[src/rtl/cnn_conv_sched.sv]
// Convolution window sequencer: latches the mode registers on a start edge and
// walks every (kernel, row, col) window, handing one descriptor at a time to the datapath.
module cnn_conv_sched #(
    parameter int IN_SIZE = 32,
    parameter int COORD_W = 8
) (
    input  logic               clk_a,
    input  logic               arstz_aq,
    input  logic               CMD_START,
    input  logic [7:0]         MODE_KERNEL_SIZE,
    input  logic [7:0]         MODE_KERNEL_NUMS,
    input  logic [1:0]         MODE_STRIDE,
    input  logic               MODE_PADDING,
    output logic               CMD_DONE,
    output logic               CMD_DONE_VALID,
    output logic               win_valid,
    input  logic               win_ready,
    output logic [7:0]         win_kernel,
    output logic [COORD_W-1:0] win_row,
    output logic [COORD_W-1:0] win_col,
    output logic [7:0]         win_pad,
    output logic               win_last,
    input  logic               acc_done,
    output logic               busy
);

    localparam int CW = COORD_W + 2;

    localparam logic [2:0] ST_IDLE  = 3'd0;
    localparam logic [2:0] ST_CHECK = 3'd1;
    localparam logic [2:0] ST_ISSUE = 3'd2;
    localparam logic [2:0] ST_WAIT  = 3'd3;
    localparam logic [2:0] ST_NEXT  = 3'd4;
    localparam logic [2:0] ST_DONE  = 3'd5;

    logic [2:0]         state_r, state_s;
    logic               start_q_r;
    logic [7:0]         k_size_r, k_nums_r, pad_r;
    logic [1:0]         stride_r;
    logic [7:0]         k_r, k_s;
    logic [COORD_W-1:0] row_r, row_s, col_r, col_s;
    logic               valid_r, last_r, done_r, done_valid_r, busy_r;
    logic               start_s, reject_s, col_fit_s, row_fit_s, last_s;
    logic [CW-1:0]      ext_s, kx_s, sx_s;

    // A window is final when it is on the last kernel and neither axis can step again.
    function automatic logic is_last(input logic [7:0] k, input logic [CW-1:0] r,
                                     input logic [CW-1:0] c, input logic [7:0] n,
                                     input logic [CW-1:0] s, input logic [CW-1:0] kk,
                                     input logic [CW-1:0] p);
        return (k == (n - 8'd1)) && ((c + s + kk) > p) && ((r + s + kk) > p);
    endfunction

    // Padded extent and window-fit tests, all in CW bits so the sums cannot wrap.
    always_comb begin
        start_s   = CMD_START & ~start_q_r;
        ext_s     = CW'(IN_SIZE) + CW'(pad_r) + CW'(pad_r);
        kx_s      = CW'(k_size_r);
        sx_s      = CW'(stride_r);
        col_fit_s = (CW'(col_r) + sx_s + kx_s) <= ext_s;
        row_fit_s = (CW'(row_r) + sx_s + kx_s) <= ext_s;
        reject_s  = (k_size_r == 8'd0) || (k_nums_r == 8'd0) ||
                    (stride_r == 2'd0) || (kx_s > ext_s);
    end

    // Next-state and counter-advance logic.
    always_comb begin
        state_s = state_r;
        k_s     = k_r;
        row_s   = row_r;
        col_s   = col_r;
        case (state_r)
            ST_IDLE: begin
                if (start_s) state_s = ST_CHECK;
                else         state_s = ST_IDLE;
            end
            ST_CHECK: begin
                if (reject_s) begin
                    state_s = ST_DONE;
                end else begin
                    state_s = ST_ISSUE;
                    k_s     = 8'd0;
                    row_s   = {COORD_W{1'b0}};
                    col_s   = {COORD_W{1'b0}};
                end
            end
            ST_ISSUE: begin
                if (win_ready) state_s = ST_WAIT;
                else           state_s = ST_ISSUE;
            end
            ST_WAIT: begin
                if (acc_done) begin
                    if (last_r) state_s = ST_DONE;
                    else        state_s = ST_NEXT;
                end else begin
                    state_s = ST_WAIT;
                end
            end
            ST_NEXT: begin
                state_s = ST_ISSUE;
                if (col_fit_s) begin
                    col_s = col_r + COORD_W'(stride_r);
                end else begin
                    col_s = {COORD_W{1'b0}};
                    if (row_fit_s) begin
                        row_s = row_r + COORD_W'(stride_r);
                    end else begin
                        row_s = {COORD_W{1'b0}};
                        k_s   = k_r + 8'd1;
                    end
                end
            end
            ST_DONE:  state_s = ST_IDLE;
            default:  state_s = ST_IDLE;
        endcase
        last_s = is_last(k_s, CW'(row_s), CW'(col_s), k_nums_r, sx_s, kx_s, ext_s);
    end

    // State, configuration and output registers.
    always_ff @(posedge clk_a) begin
        if (!arstz_aq) begin
            state_r      <= ST_IDLE;
            start_q_r    <= 1'b0;
            k_size_r     <= 8'd0;
            k_nums_r     <= 8'd0;
            stride_r     <= 2'd0;
            pad_r        <= 8'd0;
            k_r          <= 8'd0;
            row_r        <= {COORD_W{1'b0}};
            col_r        <= {COORD_W{1'b0}};
            valid_r      <= 1'b0;
            last_r       <= 1'b0;
            done_r       <= 1'b0;
            done_valid_r <= 1'b0;
            busy_r       <= 1'b0;
        end else begin
            state_r   <= state_s;
            start_q_r <= CMD_START;
            k_r       <= k_s;
            row_r     <= row_s;
            col_r     <= col_s;
            if ((state_r == ST_IDLE) && start_s) begin
                k_size_r <= MODE_KERNEL_SIZE;
                k_nums_r <= MODE_KERNEL_NUMS;
                stride_r <= MODE_STRIDE;
                pad_r    <= MODE_PADDING ? ((MODE_KERNEL_SIZE - 8'd1) >> 1'b1) : 8'd0;
            end
            valid_r <= (state_s == ST_ISSUE);
            // last is evaluated once on entry to ISSUE and held through WAIT for the exit decision
            if ((state_s == ST_ISSUE) && (state_r != ST_ISSUE)) begin
                last_r <= last_s;
            end else if ((state_s == ST_ISSUE) || (state_s == ST_WAIT)) begin
                last_r <= last_r;
            end else begin
                last_r <= 1'b0;
            end
            done_valid_r <= (state_s == ST_DONE);
            if ((state_s == ST_DONE) && (state_r != ST_DONE)) begin
                done_r <= (state_r == ST_WAIT);
            end
            busy_r <= (state_s != ST_IDLE);
        end
    end

    assign CMD_DONE       = done_r;
    assign CMD_DONE_VALID = done_valid_r;
    assign win_valid      = valid_r;
    assign win_kernel     = k_r;
    assign win_row        = row_r;
    assign win_col        = col_r;
    assign win_pad        = pad_r;
    assign win_last       = last_r;
    assign busy           = busy_r;

endmodule
[config.mk]
export PLATFORM = sky130hd
export DESIGN_NAME = cnn_conv_sched
export DESIGN_NICKNAME = d
export VERILOG_FILES = /design/src/rtl/cnn_conv_sched.sv
export SDC_FILE = /design/constraint.sdc
export NUM_CORES = 1
export LEC_CHECK = 0
export CAP_MARGIN = 20
export CORE_MARGIN = 2
export CORE_UTILIZATION = 34
export DETAILED_ROUTE_END_ITERATION = 6
export MAX_ROUTING_LAYER = met4
export PLACE_DENSITY_LB_ADDON = 0.12
export SLEW_MARGIN = 20
export SYNTH_ARGS = -nofsm -noshare
export SYNTH_HDL_FRONTEND = slang
export SYNTH_SLANG_ARGS = --single-unit
[constraint.sdc]
create_clock -name clk_a -period 12.2 [get_ports clk_a]
set_input_delay 1.22 -clock clk_a [delete_from_list [all_inputs] [get_ports clk_a]]
set_output_delay 1.22 -clock clk_a [all_outputs]
set_load 0.01 [all_outputs]
==> impl_metrics.csv, run 1 <==
group,metric,value,unit
outcome,status,"complete, no violations",
placement,place_ws,4160,ps
routing,routed_wl,16100,µm
setup_path,end_kind,"flop",
sta,setup-violations-final,0,
layout,fin_util,41.5,%
routing,drt_iter0_drc,291,
clock_tree,clk_latency,340,ps
synth,synth.area.top_cells,"ha_1 (22%), dfxtp_1 (20%), xnor2_1 (5.1%)",
floorplan,core-area,16500,µm²
sta,max_slew_margin,34.7,%
routing,post-route-drc-count,0,
sta,max_freq,124,MHz
setup_path,required,12430,ps
sta,hold_viol_final,0,
setup_path,critPathMaxStageDelay,610,ps
setup_path,cp_common_cell,"a21oi_1",
floorplan,die-height,133,µm
clock_tree,cts_inserted_buffers,9,
sta,finalWorstSetupSlack,4130,ps
synth,synth_cells,671,
sta,period_needed,8070,ps
routing,first_pass_iters,4,
layout,diodes,0,
routing,vias,4945,
clock_tree,clk_pin_slew,60,ps
layout,drive_gt1_share,6.54,%
floorplan,die_w,133,µm
synth,syn_avg_cell_area,8.46,µm²
floorplan,dieArea,17700,µm²
routing,postRouteAntennaNets,0,
synth,yosysMostFrequentCell,"ha_1",
synth,yosysTopAreaCellShare,22.0,%
clock_tree,clk_path_buf_depth,2,
setup_path,path_max_fanout,15,
synth,synth.cell_area,5680,µm²
layout,seqCellArea,1160,µm²
synth,ys_types,72,
floorplan,io_pins,61,
sta,hold_ws,471,ps
power,peakVddDrop,0.0649,mV
placement,dp.final_hpwl,12500,µm
clock_tree,cts_tree,"yes",
global_route,grt_max_degree,56,
routing,vias_per_cell,5.18,
placement,portBuffers,59,
setup_path,worst-setup-path-type,"flop to flop",
layout,nets,867,
synth,synth_edf_count,0,
clock_tree,ctsResizeCount,0,
setup_path,worstSetupStartpointType,"flop",
layout,area_growth,20.3,%
global_route,grt_pass1_wl,26200,µm
layout,n_fill_cell,1695,
sta,post-route-period-util,66.2,%
floorplan,rows,47,
worst_hold_path,hp-class,"flop to flop",
global_route,grt_usage,19.5,%
power,p_leak,0.00301,µW
clock_tree,cts-hold-fix-buffers,0,
layout,multiInputGateArea,4210,µm²
synth,ys.flop_type,"dfxtp_1",
global_route,grt_pass1_vias,4945,
floorplan,start_util,34.5,%
global_route,gr-total-overflow,0,
synth,synth_top_area_cell,"ha_1",
synth,synthArstFlopShare,0,%
clock_tree,cts.sinks,58,
synth,yosys_warnings,0,
global_route,antenna_found_initial,0,
routing,routedWlPerCell,16.8,µm
flow_run,drv_cap,0,
clock_tree,htreeDepth,3,
synth,syn_nets,809,
clock_tree,postCtsSetupBuffers,0,
setup_path,cp.arrival,8300,ps
setup_path,cp_slowest_cell,"o32ai_4",
power,powerDensity,114,nW/µm²
clock_tree,cts_root_buf,"clkbuf_16",
synth,ys_seq_elements,58,
sta,drv_slew,0,
sta,worst_slew_pin_slew,977,ps
synth,synth_commonest_cells,"ha_1 (100), nand2_1 (75), dfxtp_1 (58), inv_1 (56), o21ai_0 (36)",
sta,tns,0,ps
sta,rsz0062_at_grt,"false",
placement,gp_congestion,0.851,
sta,fin_skew,7.84,ps
synth,yosysSeqAreaShare,20.5,%
critical path, delay by kind of cell (launching register included):
family,cells,cell delay [ps]
buffers and inverters,2,300
AO/OA/AOI/OAI,23,4240
flip-flops,1,470
adder cells (fa/ha/maj),6,1830
XOR/XNOR,2,220
AND/OR/NAND/NOR,4,900
where the power goes:
part           internal (µW)  total, µW  switching, µW
Sequential               203        225           21.6
Combinational            108        249            140
Clock                    199        302            103
cell usage in the layout (no fill, tap or decap), types with 6 or more instances in the layout:
cell type        netlist  layout
a211oi_1               7       7
a21boi_0              24      24
a21o_1                 6       6
a21oi_1               35      35
and2_1                24      24
and3_1                 7       7
clkbuf_16              0       9
clkdlybuf4s50_1        0      59
dfxtp_1               58      58
fa_1                  14      14
ha_1                 100     100
inv_1                 56      56
nand2_1               75      75
nand3_1               13      13
nand4_1                9       9
nor2_1                28      28
nor2b_1               12      12
nor3_1                 7       7
nor4_1                 6       6
o21a_1                 7       7
o21ai_0               36      36
o21bai_1               8       8
xnor2_1               33      33
xor2_1                12      12
logic make-up after synthesis:
kind of cell	after synthesis	synth area share [%]
and+or+nand+nor	212	19.3
AOI/OAI and AO/OA	166	20.5
other	1	0.0661
xor gates and xnor gates	45	6.94
DFF	58	20.5
adders and majority gates	114	27.0
buffers and inverters	73	5.36
muxes	2	0.375
area by class of cell:
type | instances | area share [%]
Clock buffer | 9 | 3.30
Clock inverter | 7 | 1.70
Inverter | 56 | 3.08
Multi-Input combinational cell | 540 | 61.7
Sequential cell | 58 | 17.0
Tap cell | 220 | 4.03
Timing Repair Buffer | 64 | 9.20
state kept, by name, indices dropped and copies added (netlist names):
name            count
CMD_DONE            1
CMD_DONE_VALID      1
busy                1
k_nums_r            8
k_size_r            8
start_q_r           1
state_r             3
stride_r            2
win_col             8
win_kernel          8
win_last            1
win_pad             7
win_row             8
win_valid           1
stage by stage:
stage | instance area, µm² | total power, µW | cells
2_1_floorplan | 5680 | 401 | 671
3_3_place_gp | 6490 | 474 | 938
3_5_place_dp | 6490 | 478 | 938
4_1_cts | 6830 | 783 | 954
5_1_grt | 6830 | 828 | 954
6_report | 6830 | 775 | 954
layer usage:
layer | vias to the layer above | track usage, % | wire length (µm)
met5 | - | - | 0
met4 | 0 | 5.20 | 223
met3 | 18 | 3.31 | 851
met2 | 97 | 30.9 | 7320
met1 | 2336 | 25.9 | 7660
li1 | 2494 | - | -
path summary, 6_finish.rpt:
| check | startpoint | to | slack, ps | cells past startpoint |
|---|---|---|---|---|
| setup / recovery | stride_r[1] | win_last | 4130 | 37 |
| hold / removal | CMD_DONE | CMD_DONE | 470 | 2 |
| setup reg to reg | stride_r[1] | win_last | 4130 | 37 |
| hold reg to reg | CMD_DONE | CMD_DONE | 470 | 2 |
No activity file was read; power rests on OpenSTA's default activity.
==> run 2, diff against run 1 <==
==> constraint.sdc (replaced) <==
create_clock -name clk_a -period 6.7 [get_ports clk_a]
set_input_delay 0.67 -clock clk_a [delete_from_list [all_inputs] [get_ports clk_a]]
set_output_delay 0.67 -clock clk_a [all_outputs]
set_load 0.01 [all_outputs]
==> run 2 against run 1 <==
  * The run now ends with negative setup slack left
  * Via count rose by 5.8%
  * Highest routed layer unchanged
  * Largest cell class unchanged
  * Critical path type unchanged
  * Global-route usage rose by 0.95 points
  * Sequential share of layout area fell by 1.5 points
  * Register-to-register slack got worse by 4400 ps
  * Sequential cell count did not move
  * Hold slack improved by 1.5 ps
  * Power rose by 90%
  * Final cell count rose by 8.4%
==> impl_metrics.csv, run 2 (same netlist as run 1, synthesis figures left out) <==
group,metric,value,unit
sta,tns,-288,ps
layout,n_fill_cell,1633,
layout,mostFrequentLayoutCell,"ha_1",
layout,diodes,0,
sta,post-route-period-util,104,%
power,internal_power,955,µW
routing,routed_wl,17300,µm
power,clock_power_share,35.8,%
clock_tree,clk_pin_slew,60,ps
setup_path,cp.arrival,7250,ps
clock_tree,cts.sinks,58,
floorplan,io_pins,61,
placement,portBuffers,59,
global_route,gr-total-overflow,0,
setup_path,critPathMaxStageDelay,570,ps
floorplan,core-area,16500,µm²
setup_path,end_kind,"flop",
placement,gp_congestion,0.893,
global_route,antenna_found_initial,0,
sta,setup-violations-final,1,
setup_path,worstSetupStartpointType,"flop",
power,powerDensity,195,nW/µm²
layout,fin_util,45.9,%
layout,area_growth,33.0,%
setup_path,path_max_fanout,4,
sta,hold_viol_final,0,
routing,vias_per_cell,5.06,
routing,routedWlPerCell,16.7,µm
sta,fin_skew,9.26,ps
routing,post-route-drc-count,0,
outcome,status,"complete, but fails checks",
floorplan,die_w,133,µm
power,p_leak,0.00343,µW
routing,vias,5234,
floorplan,start_util,34.5,%
layout,mostFrequentLayoutCells,"ha_1 (99), buf_4 (83), nand2_1 (74), clkdlybuf4s50_1 (59), dfxtp_1 (55)",
worst_hold_path,hp-start,"CMD_DONE",
sta,rsz0062_at_grt,"true",
global_route,grt_usage,20.5,%
routing,postRouteAntennaNets,0,
layout,drive_gt1_share,19.3,%
power,swShare,35.2,%
routing,first_pass_iters,4,
sta,max_slew_margin,32.7,%
sta,drv_slew,0,
global_route,grt_pass1_wl,27500,µm
sta,finalWorstSetupSlack,-288,ps
clock_tree,cts_inserted_buffers,9,
setup_path,worst-setup-path-type,"flop to flop",
placement,dp.final_hpwl,13600,µm
sta,period_needed,6990,ps
outcome,violations,"negative setup slack",
floorplan,rows,47,
global_route,grt_pass1_vias,5192,
sta,worst_slew_pin_slew,1010,ps
flow_run,drv_cap,0,
clock_tree,clk_latency,340,ps
power,power_switching,519,µW
setup_path,cp_slowest_cell,"fa_2",
setup_path,required,6960,ps
setup_path,r2r_start,"win_col[1]",
clock_tree,cts_root_buf,"clkbuf_16",
clock_tree,htreeDepth,3,
clock_tree,cts-hold-fix-buffers,0,
power,combPwrFrac,37.1,%
floorplan,die-height,133,µm
routing,drt_iter0_drc,226,
floorplan,dieArea,17700,µm²
clock_tree,cts_tree,"yes",
power,peakVddDrop,0.128,mV
clock_tree,clk_path_buf_depth,2,
placement,place_area,7120,µm²
layout,nets,947,
power,pwr-share-seq,27.1,%
sta,max_freq,143,MHz
global_route,grt_max_degree,31,
setup_path,crit_path_start,"win_col[1]",
worst_hold_path,hp-class,"flop to flop",
layout,design_area,7550,µm²
-- run 2: cell count changes in the layout (fill, tap and decap cells not counted), moves of 4 or more --
cell and change:
a21oi_2 +11, buf_4 +78, a21oi_1 -11, o21ai_0 -4
inv_1 -4, o21ai_1 +4
-- run 2: stage by stage --
step	total power, µW	hold slack [ps]	setup slack [ps]	cells
4_1_cts	1480	472	-412	1033
3_3_place_gp	929	464	-366	1014
2_1_floorplan	736	468	5.93	671
5_1_grt	1570	501	-715	1034
6_report	1470	473	-288	1034
3_5_place_dp	939	459	-583	1014
-- run 2: repair_timing --
action,4_1_cts,5_1_grt
endpoints found under the setup margin,1,1
setup buffers,3,1
resized for setup,13,12
pin swaps,13,17
-- run 2: final timing paths --
kind | endpoint | slack (ps) | depth (start not counted)
worst max-delay path | win_last | -290 | 40
worst min-delay path | CMD_DONE | 470 | 2
worst max register to register | win_last | -290 | 40
worst min register to register | CMD_DONE | 470 | 2
-- run 2: layer usage --
| metal | global-route usage [%] | routed length (µm) |
|---|---|---|
| met5 | - | 0 |
| met4 | 7.27 | 211 |
| met3 | 2.93 | 676 |
| met2 | 31.7 | 8040 |
| met1 | 27.4 | 8340 |
-- run 2: critical path: cells and delay by family (launching register included) --
| kind | cells | cell delay (ps) |
|---|---|---|
| and+or+nand+nor | 9 | 1190 |
| AOI/OAI and AO/OA | 17 | 2530 |
| DFF | 1 | 340 |
| adders and majority gates | 7 | 2260 |
| buffers and inverters | 5 | 320 |
| xor gates and xnor gates | 2 | 240 |
-- run 2: final cells by class --
type                            instances  area (µm²)  share of cell area [%]
Multi-Input combinational cell        540        4310                    57.1
Timing Repair Buffer                  144        1250                    16.6
Sequential cell                        58        1170                    15.5
Tap cell                              220         275                    3.64
Clock buffer                            9         225                    2.98
Inverter                               56         215                    2.85
Clock inverter                          7         100                    1.33
-- run 2: power groups by stage --
| stage | clock network [µW] | logic, µW | registers [µW] |
|---|---|---|---|
| floorplan | 0 | 332 | 404 |
| global placement | 0 | 524 | 405 |
| detailed placement | 0 | 533 | 406 |
| CTS | 537 | 547 | 399 |
| global route | 551 | 611 | 402 |
| finish | 528 | 547 | 399 |
